<file path="config.mk">
export PLATFORM = sky130hd
export DESIGN_NAME = alu_seq_ctrl
export DESIGN_NICKNAME = d
export VERILOG_FILES = /design/src/rtl/alu_seq_pkg.sv /design/src/rtl/alu_seq_store.sv /design/src/rtl/alu_seq_ctrl.sv
export SDC_FILE = /design/constraint.sdc
export NUM_CORES = 1
export LEC_CHECK = 0
export CORE_MARGIN = 4
export CORE_UTILIZATION = 30
export DETAILED_ROUTE_END_ITERATION = 16
export DONT_BUFFER_PORTS = 1
export GPL_ROUTABILITY_DRIVEN = 0
export SETUP_SLACK_MARGIN = 0.02
export SYNTH_ARGS = -nofsm -noshare
export SYNTH_HDL_FRONTEND = slang
export SYNTH_SLANG_ARGS = --single-unit
</file>
<file path="constraint.sdc">
create_clock -name Clock -period 7.8 [get_ports Clock]
set_input_delay 0.78 -clock Clock [delete_from_list [all_inputs] [get_ports Clock]]
set_output_delay 0.78 -clock Clock [all_outputs]
set_load 0.01 [all_outputs]
</file>
<file path="src/rtl/alu_seq_pkg.sv">
// Shared types and control-word layout for the alu_seq_ctrl microprogram sequencer.
// Optional single-step hold in READ is enabled with ALU_SEQ_SINGLE_STEP_EN.
package alu_seq_pkg;

    localparam int DEPTH_DEFAULT = 16;
    localparam int CW_W          = 14;

    localparam int OPR_LSB  = 9;
    localparam int OPR_W    = 5;
    localparam int SELD_LSB = 6;
    localparam int SELA_LSB = 3;
    localparam int SELB_LSB = 0;
    localparam int SEL_W    = 3;

    // A control word that writes R0 is reserved as the HALT marker.
    localparam logic [SEL_W-1:0] HALT_SELD = '0;

    // Encoding is visible on the debug state port, so keep it fixed.
    typedef enum logic [2:0] {
        ST_IDLE  = 3'd0,
        ST_FETCH = 3'd1,
        ST_READ  = 3'd2,
        ST_CALC  = 3'd3,
        ST_WRITE = 3'd4
    } state_e;

    function automatic logic [OPR_W-1:0] cw_opr(input logic [CW_W-1:0] cw);
        return cw[OPR_LSB +: OPR_W];
    endfunction

    function automatic logic [SEL_W-1:0] cw_seld(input logic [CW_W-1:0] cw);
        return cw[SELD_LSB +: SEL_W];
    endfunction

    function automatic logic [SEL_W-1:0] cw_sela(input logic [CW_W-1:0] cw);
        return cw[SELA_LSB +: SEL_W];
    endfunction

    function automatic logic [SEL_W-1:0] cw_selb(input logic [CW_W-1:0] cw);
        return cw[SELB_LSB +: SEL_W];
    endfunction

    function automatic logic cw_is_halt(input logic [CW_W-1:0] cw);
        return cw_seld(cw) == HALT_SELD;
    endfunction

endpackage

</file>
<file path="src/rtl/alu_seq_store.sv">
// Microprogram store: DEPTH x CW_W register array, synchronous write, combinational read.
// Contents are deliberately not reset so a loaded program survives a sequencer reset.
module alu_seq_store
    import alu_seq_pkg::*;
#(
    parameter  int DEPTH = DEPTH_DEFAULT,
    localparam int AW    = $clog2(DEPTH)
) (
    input  logic            clk_i,
    input  logic            we_i,
    input  logic [AW-1:0]   waddr_i,
    input  logic [CW_W-1:0] wdata_i,
    input  logic [AW-1:0]   raddr_i,
    output logic [CW_W-1:0] rdata_o
);

    logic [CW_W-1:0] mem_q [DEPTH];

    always_ff @(posedge clk_i) begin
        if (we_i) begin
            mem_q[waddr_i] <= wdata_i;
        end
    end

    assign rdata_o = mem_q[raddr_i];

endmodule

</file>
<file path="src/rtl/alu_seq_ctrl.sv">
// Microprogram sequencer: steps each control word through FETCH/READ/CALC/WRITE and
// stops on a HALT word (SELD==0). ALU_SEQ_SINGLE_STEP_EN adds a step input gating READ.
module alu_seq_ctrl
    import alu_seq_pkg::*;
#(
    parameter  int DEPTH = DEPTH_DEFAULT,
    localparam int PC_W  = $clog2(DEPTH)
) (
    input  logic              Clock,
    input  logic              Reset_n,
    input  logic              load_en,
    input  logic [PC_W-1:0]   load_addr,
    input  logic [CW_W-1:0]   load_data,
    input  logic              start,
    input  logic [PC_W-1:0]   start_pc,
    input  logic              abort,
`ifdef ALU_SEQ_SINGLE_STEP_EN
    input  logic              step,
`endif
    output logic [SEL_W-1:0]  SELA,
    output logic [SEL_W-1:0]  SELB,
    output logic [SEL_W-1:0]  SELD,
    output logic [OPR_W-1:0]  OPR,
    output logic              WE,
    output logic              busy,
    output logic              done,
    output logic [PC_W-1:0]   pc,
    output logic [2:0]        dbg_state_o
);

    state_e          state_q, state_d;
    logic [PC_W-1:0] pc_q, pc_d;
    logic [CW_W-1:0] ir_q, ir_d;
    logic            done_q, done_d;
    logic [CW_W-1:0] mem_rdata;
    logic            store_we;
    logic            exec;
    logic            read_go;

    // Loads are only accepted while idle so a running program cannot be patched.
    assign store_we = load_en && (state_q == ST_IDLE);

    alu_seq_store #(
        .DEPTH (DEPTH)
    ) u_store (
        .clk_i   (Clock),
        .we_i    (store_we),
        .waddr_i (load_addr),
        .wdata_i (load_data),
        .raddr_i (pc_q),
        .rdata_o (mem_rdata)
    );

`ifdef ALU_SEQ_SINGLE_STEP_EN
    assign read_go = step;
`else
    assign read_go = 1'b1;
`endif

    always_ff @(posedge Clock) begin
        if (!Reset_n) begin
            state_q <= ST_IDLE;
            pc_q    <= '0;
            ir_q    <= '0;
            done_q  <= 1'b0;
        end else begin
            state_q <= state_d;
            pc_q    <= pc_d;
            ir_q    <= ir_d;
            done_q  <= done_d;
        end
    end

    always_comb begin
        state_d = state_q;
        pc_d    = pc_q;
        ir_d    = ir_q;
        done_d  = 1'b0;
        if (abort) begin
            // Abort wins over every transition; PC and IR are left as they were.
            state_d = ST_IDLE;
        end else begin
            case (state_q)
                ST_IDLE: begin
                    if (start) begin
                        pc_d    = start_pc;
                        state_d = ST_FETCH;
                    end
                end
                ST_FETCH: begin
                    ir_d = mem_rdata;
                    if (cw_is_halt(mem_rdata)) begin
                        done_d  = 1'b1;
                        state_d = ST_IDLE;
                    end else begin
                        state_d = ST_READ;
                    end
                end
                ST_READ: begin
                    if (read_go) begin
                        state_d = ST_CALC;
                    end
                end
                ST_CALC: begin
                    state_d = ST_WRITE;
                end
                ST_WRITE: begin
                    // DEPTH is a power of two, so the natural PC_W overflow is the wrap.
                    pc_d    = pc_q + PC_W'(1);
                    state_d = ST_FETCH;
                end
                default: begin
                    state_d = ST_IDLE;
                end
            endcase
        end
    end

    // Fields are held through READ/CALC/WRITE so the ALU settles before the WE edge.
    assign exec = (state_q == ST_READ) || (state_q == ST_CALC) || (state_q == ST_WRITE);

    assign SELA        = exec ? cw_sela(ir_q) : '0;
    assign SELB        = exec ? cw_selb(ir_q) : '0;
    assign SELD        = exec ? cw_seld(ir_q) : '0;
    assign OPR         = exec ? cw_opr(ir_q)  : '0;
    assign WE          = (state_q == ST_WRITE);
    assign busy        = (state_q != ST_IDLE);
    assign done        = done_q;
    assign pc          = pc_q;
    assign dbg_state_o = state_q;

endmodule

</file>
* Word level (Yosys, flattened, before mapping) *
Memory sizes are Yosys's and may differ from the RTL's. A register that Yosys moved wholly into a read port is not among the register bits.
Index checks and enable logic that the tools add are counted.

word-level totals
  bits in registers = 22
  bits in writable memories = 224
  bits of input ports = 27
  output and inout port bits = 24
  memories kept = 1

memories
  name           depth  width  read ports  clocked after Yosys merged registers in  write ports  line                 RTL
  u_store.mem_q  16     14     1           1                                        1            alu_seq_store.sv:17  logic [CW_W-1:0] mem_q [DEPTH];

operators by class
  add/sub/neg operators = 1
  equal/unequal tests = 5
  multiplexer cells = 14
  bitwise gates (word level) = 3
  reductions and logical operators = 11

operators by type and width
  cell                                           number
  case mux 3 bit (5 select lines)                1
  two-way mux 3 bit                              4
  two-way mux 4 bit                              3
  case mux 4 bit (2 select lines)                1
  == test 3 x 2 -> 1 bit, second input constant  2
  zero test 3 bit                                2
  two-way mux 5 bit                              1
  adder 4 x 1 -> 4 bit, second input constant    1
  == test 3 x 1 -> 1 bit, second input constant  1
  == test 3 bit, second input constant           1
  two-way mux 1 bit                              3
  NOT 1 bit                                      3
  AND reduction 3 bit                            1
  nonzero test 3 bit                             1
  OR reduction 3 bit                             1
  logical OR 1 bit                               2
  two-way mux 2 bit                              1
  != test 2 bit, second input constant           1
  AND reduction 2 bit                            1
  nonzero test 2 bit                             1
  OR reduction 2 bit                             1
  logical AND 1 bit                              1

* Depth between registers and ports, before layout *
Gate-level depths: netlist of the first run.

  depth in word-level cells = 5
  depth in mapped cells = 7

* By module *
From an unflattened synthesis of the first run, not the netlist that was laid out.

second synthesis, totals
  cells, all modules = 497
  area, all modules = 9654.3 um2

modules (own cells, without submodules)
  module         instances  cells each  area an instance (um2)  sequential area each (um2)
  alu_seq_store  1          365         8483.1                  6726.5
  alu_seq_ctrl   1          132         1171.1                  440.4

* Worst setup path before layout of the first run *
Ideal clock, no wire load.

  kind = flip-flop to flip-flop
  start = register state_q[1] (netlist: dbg_state_o[1])
  end = memory u_store.mem_q[0][0] (enable)
  setup time = 403 ps
  data arrival time = 2354 ps
  data required time = 7397 ps
  slack = 5043 ps
  stages on the path, launching flop included = 6
  buffers on the path = 1
  clock period less this slack = 2757 ps
  path through = dfxtp_1 > clkbuf_1 > nor3_1 > nand2_1 > or3_1 > nor3_1

on the way
  longest elaborated chain between the ends = 4

ends and longest elaborated chain
  what                                     line                 RTL
  from (decl)                              alu_seq_ctrl.sv:31   state_e state_q, state_d;
  from (signal assigned)                   alu_seq_ctrl.sv:67   state_q <= state_d;
  zero test 3 bit                          alu_seq_ctrl.sv:41   assign store_we = load_en && (state_q == ST_IDLE);
  logical AND 1 bit                        alu_seq_ctrl.sv:41
  two-way mux 1 bit                        alu_seq_store.sv:20  if (we_i) begin
  two-way mux 1 bit (not written as such)  alu_seq_store.sv:21  mem_q[waddr_i] <= wdata_i;
  to (decl)                                alu_seq_store.sv:17

Every way passes these cells.

* Worst setup path in the final report of the first run *
  start = register state_q[1] (netlist: dbg_state_o[1])
  end = output port OPR[1]

on the way
  longest elaborated chain between the ends = 4
  elaborated cells between the ends (all ways) = 6
  those cells by class = eq/ne: 3; mux: 1; reduce/logical: 2

ends and longest elaborated chain
  what                    line                 RTL
  == test 3 x 2 -> 1 bit  alu_seq_ctrl.sv:120  assign exec = (state_q == ST_READ) || (state_q == ST_CALC) || (state_q == ST_WRITE);
  logical OR 1 bit        alu_seq_ctrl.sv:120
  logical OR 1 bit *      alu_seq_ctrl.sv:120
  two-way mux 5 bit *     alu_seq_ctrl.sv:125  assign OPR = exec ? cw_opr(ir_q) : '0;
  to (decl)               alu_seq_ctrl.sv:23   output logic [OPR_W-1:0] OPR,

Mark *: on every way between the ends. The rest lies on a longest branch, timed or not.

==> run_results.csv, run 1 <==
group,metric,value,unit
status,outcome,"complete, no violations",
setup_path,slowest_stage,"dfxtp_1",
clock_network,cts_resized,0,
drt,drtIter0Drc,466,
run,drv_cap,0,
setup_path,path_max_fanout,14,
yosys,synthFlopType,"edfxtp_1",
finish,nNetsFinal,519,
timing,rsz0062_at_grt,"no",
setup_path,critical_path.max_stage_delay,0.60,ns
clock_network,clock_latency,0.52,ns
clock_network,clk_pin_slew_worst_paths,0.06,ns
placement,pre_cts_ws,5.06,ns
grt,grt_antenna_before_repair,0,
clock_network,clock_path_buffers,3,
drt,post_drt_wl_per_cell,21.2,um
timing,hold_violations,0,
yosys,ys_seq_area_share,74.2,%
setup_path,critPathArrivalTime,2.11,ns
clock_network,cts_sinks,250,
finish,area_growth,14.2,%
power_and_ir_drop,leakagePower,3.42,nW
clock_network,cts_hold_buf,0,
floorplan,die_area,35500,um^2
floorplan,fp.coreArea,31800,um^2
drt,routed_wl,20000,um
yosys,async_reset_ff_share,0,%
timing,finalSetupViolations,0,
grt,grt_max_degree,57,
setup_path,required,7.02,ns
drt,drc,0,
timing,tightestPinTransition,1.09,ns
yosys,syn_area,9760,um^2
finish,drive_above_1_share,26.1,%
yosys,yosys.area.top_type,"edfxtp_1",
timing,tns,0,ns
drt,via_count,4499,
power_and_ir_drop,cellPowerDensity,248,nW/um^2
yosys,ys_top_cells_by_count,"224 x edfxtp_1, 48 x mux4_2, 26 x dfxtp_1",
yosys,ys_ff_latch,250,
clock_network,cts_buffers,25,
clock_network,tritoncts,"done",
setup_path,critical_path.cell_chain,"nor2_1 -> nand2_1 -> o21a_1 -> nor2b_1",
floorplan,rows,65,
min_path,hold_class,"primary input to flip-flop",
setup_path,setup.worst_path.class,"flip-flop to output port",
drt,ant_nets,0,
timing,max_freq,346,MHz
power_and_ir_drop,max-vdd-ir-drop,0.122,mV
yosys,synthMostInstantiatedCell,"edfxtp_1",
timing,fin_crit,2.89,ns
timing,finalCritPeriodShare,37.1,%
yosys,synthTopCellsByArea,"edfxtp_1 69%, mux4_2 11%, dfxtp_1 5.3%",
drt,via_per_inst,4.76,
floorplan,io-pin-count,51,
timing,slew_violations,0,
grt,grt_use_total,11.2,%
setup_path,worst_setup_path_end_kind,"output port",
timing,worst_slack,4.91,ns
yosys,synth_top_area_share,68.9,%
yosys,synth_area_per_cell,21.0,um^2
clock_network,cts_setup_buffers,0,
timing,skew,0.0207,ns
setup_path,start_kind,"flip-flop",
finish,antenna_cells,0,
yosys,ys_warn_count,0,
clock_network,htree_levels,1,
floorplan,die_w,188,um
drt,first_pass_iters,5,
floorplan,die_h,188,um
floorplan,start_util,30.7,%
grt,gr-total-overflow,0,
yosys,synth_cells,464,
yosys,yosysUniqueCellTypes,42,
grt,grt_pass1_vias,4723,
timing,relSlewSlack,27.0,%
placement,port_buffers,0,
grt,grt_pass1_wl,30600,um
yosys,synth_enable_flop_cells,224,
clock_network,cts_root_buf,"clkbuf_16",
yosys,syn-num-nets,492,
placement,hpwl,12300,um
==> layer usage <==
layer / up-vias / global-route usage, % / wire length (um)
li1: 1984 / - / -
met1: 2349 / 14.5 / 8120
met2: 142 / 19.2 / 10100
met3: 24 / 2.80 / 1440
met4: 0 / 2.72 / 310
met5: - / 0 / 0
==> kinds of logic (layout without fill, tap and decap cells) <==
group / after synthesis / after routing / synth area share [%]
flip-flops: 250 / 250 / 74.2
adder cells (fa/ha/maj): 1 / 1 / 0.128
multiplexers: 67 / 67 / 16.2
AO/OA/AOI/OAI: 33 / 33 / 3.08
AND/OR/NAND/NOR: 78 / 78 / 4.18
buffers and inverters: 35 / 81 / 2.20
==> stage by stage <==
stage / area, um^2 / utilization, % / cells / total power, mW / hold slack (ns)
floorplan: 9760 / - / 464 / 1.61 / 0.425
global placement: 10300 / 32.4 / 898 / 1.64 / 0.446
detailed placement: 10300 / 32.5 / 899 / 1.64 / 0.446
CTS: 11100 / 35.1 / 945 / 2.80 / 0.332
global route: 11100 / 35.1 / 945 / 2.87 / 0.324
finish: 11100 / 35.1 / 945 / 2.77 / 0.352
==> cell usage in the layout (no fill, tap or decap), types with 2 or more instances in the layout <==
cell type / Yosys / routed
a21oi_1: 6 / 6
buf_4: 0 / 18
nand2_1: 16 / 16
a22o_1: 4 / 4
o2bb2ai_1: 3 / 3
nor3_4: 0 / 2
mux4_2: 48 / 48
nor2_1: 19 / 19
edfxtp_1: 224 / 224
a211oi_1: 2 / 2
or3_1: 2 / 2
inv_1: 6 / 6
nand2b_1: 5 / 5
bufinv_16: 0 / 3
nor3_2: 0 / 2
nand3_1: 2 / 2
clkbuf_1: 5 / 4
inv_2: 10 / 10
clkinv_1: 0 / 3
nand4b_1: 2 / 2
nor2b_1: 16 / 16
mux4_1: 19 / 19
o2bb2ai_2: 8 / 8
a311oi_1: 2 / 2
clkinv_2: 0 / 7
clkinvlp_4: 0 / 3
nor3_1: 9 / 5
o21ai_1: 2 / 2
dfxtp_1: 26 / 24
clkbuf_16: 0 / 25
==> final cells by class <==
class / count / area, um^2
timing repair buffer: 19 / 150
clock inverter: 17 / 168
tap: 435 / 544
sequential: 250 / 7250
clock buffer: 29 / 641
fill: 2941 / 20700
multi-input combinational: 179 / 2330
inverter: 16 / 60.1
==> flip-flops by register name (all words and copies together) (netlist names), named ones only <==
register and cells:
dbg_state_o 3, ir_q 14, pc 4, u_store.mem_q 224, done 1
==> path summary, 6_finish.rpt <==
check	slack, ns	from	endpoint	depth (start not counted)
worst min-delay path	0.35	load_data[6]	u_store.mem_q[0][6]$_DFFE_PP_	0
worst min register to register	0.46	ir_q[6]$_SDFFE_PN0P_	ir_q[6]$_SDFFE_PN0P_	2
worst max register to register	5.09	dbg_state_o[1]$_SDFFE_PP0N_	u_store.mem_q[12][1]$_DFFE_PP_	6
worst max-delay path	4.91	dbg_state_o[1]$_SDFFE_PP0N_	OPR[1]	4
==> critical path, delay by kind of cell, from the launching register on <==
| family | cells | cell delay, ns |
|---|---|---|
| flops | 1 | 0.60 |
| simple gates | 3 | 0.49 |
| compound gates | 1 | 0.49 |
==> report_power, final <==
group	internal, mW	switching, mW	total, mW
logic	0.0557	0.0644	0.120
registers	1.48	0.0104	1.49
clock network	0.689	0.472	1.16
total	2.22	0.547	2.77
No activity file was read; power rests on OpenSTA's default activity.
==> run 2, diff against run 1 <==
==> constraint.sdc (replaced) <==
create_clock -name Clock -period 2.85 [get_ports Clock]
set_input_delay 0.285 -clock Clock [delete_from_list [all_inputs] [get_ports Clock]]
set_output_delay 0.285 -clock Clock [all_outputs]
set_load 0.01 [all_outputs]
==> run 2 against run 1 <==
Compared with the run above: via count increased by 3.9%; utilization increased by 1.3 points; critical endpoint is now SELD[2]; hold slack lost 0.30 ns; cell count is 4.0% higher; count of clock-buffer cells in the layout is 3 higher; routed wire length increased by 4.0%; die area unchanged; power rose to 2.9 times the previous value.
==> run_results.csv, run 2 (same netlist as run 1, synthesis figures left out) <==
group,metric,value,unit
timing,hold_violations,0,
placement,placedCellCount,913,
timing,slew_violations,0,
drt,routed_wl,20800,um
grt,gr-total-overflow,0,
clock_network,htree_levels,1,
setup_path,required,2.57,ns
power_and_ir_drop,cellPowerDensity,696,nW/um^2
timing,skew,0.0140,ns
timing,finalSetupViolations,0,
timing,finalCritPeriodShare,86.8,%
grt,grt_max_degree,49,
clock_network,tritoncts,"done",
drt,post_drt_wl_per_cell,21.2,um
drt,ant_nets,0,
setup_path,reg2reg_depth,5,
setup_path,slowest_stage,"dfxtp_1",
setup_path,r2r-end,"u_store.mem_q[15][9]$_DFFE_PP_",
min_path,hold_class,"primary input to flip-flop",
timing,tns,0,ns
power_and_ir_drop,p_seq_share,50.7,%
clock_network,cts_resized,0,
floorplan,die_h,188,um
grt,grt_pass1_vias,4946,
clock_network,cts_buffers,27,
floorplan,rows,65,
finish,layout_commonest_cell,"edfxtp_1",
drt,drtIter0Drc,415,
setup_path,setup.worst_path.class,"flip-flop to output port",
timing,worst_slack,0.375,ns
grt,grt_antenna_before_repair,4,
power_and_ir_drop,clockPowerShare,44.3,%
finish,largest_reg_flops,224,
floorplan,die_w,188,um
run,drv_cap,0,
power_and_ir_drop,max-vdd-ir-drop,0.393,mV
timing,fin_crit,2.47,ns
drt,via_per_inst,4.75,
grt,grt_use_total,11.5,%
clock_network,clk_pin_slew_worst_paths,0.06,ns
setup_path,start_kind,"flip-flop",
floorplan,fp.coreArea,31800,um^2
status,outcome,"complete, no violations",
placement,pre_cts_ws,0.614,ns
power_and_ir_drop,switching_share,20.3,%
timing,relSlewSlack,50.3,%
finish,area_growth,18.5,%
power_and_ir_drop,p_int,6.42,mW
placement,port_buffers,0,
min_path,worstHoldEndpoint,"dbg_state_o[0]$_SDFFE_PP0N_",
drt,via_count,4674,
finish,drive_above_1_share,27.1,%
placement,hpwl,13800,um
setup_path,critical_path.max_stage_delay,0.62,ns
setup_path,path_max_fanout,14,
setup_path,critPathArrivalTime,2.19,ns
min_path,hold_path_depth,2,
clock_network,cts_sinks,250,
setup_path,rrSetupSlack,0.57,ns
setup_path,critical_path.cell_chain,"nor2_1 -> nand2_1 -> o21a_1 -> nor2b_1",
grt,grt_pass1_wl,31500,um
clock_network,cts_root_buf,"clkbuf_16",
finish,top_register,"u_store.mem_q",
floorplan,io-pin-count,51,
power_and_ir_drop,p_comb_share,5.1,%
floorplan,die_area,35500,um^2
setup_path,reg2reg_from,"dbg_state_o[1]$_SDFFE_PP0N_",
finish,most-common-layout-cells,"224 x edfxtp_1, 48 x mux4_2, 31 x buf_4",
timing,rsz0062_at_grt,"no",
placement,place_area,10500,um^2
clock_network,clock_path_buffers,3,
drt,drc,0,
timing,tightestPinTransition,0.745,ns
timing,max_freq,404,MHz
clock_network,clock_latency,0.53,ns
finish,nNetsFinal,555,
finish,final_area,11600,um^2
setup_path,worst_setup_path_end_kind,"output port",
floorplan,start_util,30.7,%
power_and_ir_drop,p_switching,1.63,mW
drt,first_pass_iters,5,
min_path,hold_start,"start",
power_and_ir_drop,leakagePower,3.63,nW
finish,finalNonFillerCells,983,
[run 2: critical path: cells and delay by family (launching register included)]
kind	cells	cell delay, ns
AND/OR/NAND/NOR	3	0.52
flip-flops	1	0.62
AO/OA/AOI/OAI	1	0.51
[run 2: metrics by stage]
| stage | utilization [%] | hold slack (ns) | power (mW) |
|---|---|---|---|
| floorplan | - | 0.384 | 4.40 |
| global placement | 32.9 | 0.385 | 4.49 |
| detailed placement | 32.9 | 0.385 | 4.50 |
| CTS | 36.4 | 0.0159 | 8.15 |
| global route | 36.4 | 0.0606 | 8.34 |
| finish | 36.4 | 0.0475 | 8.05 |
[run 2: layer usage]
layer	GRT usage, %	vias up	part of all wire (%)
met5	0	-	0.20
met4	2.63	6	1.9
met3	2.48	31	5.7
met2	19.1	141	49
met1	15.8	2438	43
li1	-	2058	-
[run 2: timing repair]
| action | 4_1_cts | 5_1_grt |
|---|---|---|
| endpoints found under the hold margin | 234 | 0 |
| setup buffers | 0 | 0 |
| hold buffers | 20 | 0 |
[run 2: final cells by class]
cell class	instances	area, um^2
flip-flops and latches	250	7250
clock inverters	17	218
fillers	2849	20200
diodes	1	2.50
repair buffers	53	473
clock buffers	32	694
inverters	16	60.1
multi-input cells	179	2320
well taps	435	544
[run 2: worst max path at each step]
stage | slack, ns | startpoint | depth (start not counted) | end
2_1_floorplan | 0.09 | dbg_state_o[1]$_SDFFE_PP0N_ | 5 | u_store.mem_q[0][0]$_DFFE_PP_
3_3_place_gp | 0.60 | dbg_state_o[1]$_SDFFE_PP0N_ | 5 | u_store.mem_q[8][10]$_DFFE_PP_
3_5_place_dp | 0.61 | dbg_state_o[1]$_SDFFE_PP0N_ | 5 | u_store.mem_q[12][2]$_DFFE_PP_
4_1_cts | 0.33 | dbg_state_o[1]$_SDFFE_PP0N_ | 4 | SELD[0]
5_1_grt | 0.21 | dbg_state_o[1]$_SDFFE_PP0N_ | 4 | SELD[2]
6_report | 0.38 | dbg_state_o[1]$_SDFFE_PP0N_ | 4 | SELD[2]
[run 2: power groups by stage]
stage	clock network [mW]	logic (mW)	registers [mW]
floorplan	0	0.260	4.14
global placement	0	0.340	4.15
detailed placement	0	0.346	4.16
CTS	3.65	0.415	4.08
global route	3.82	0.442	4.08
finish	3.56	0.407	4.08
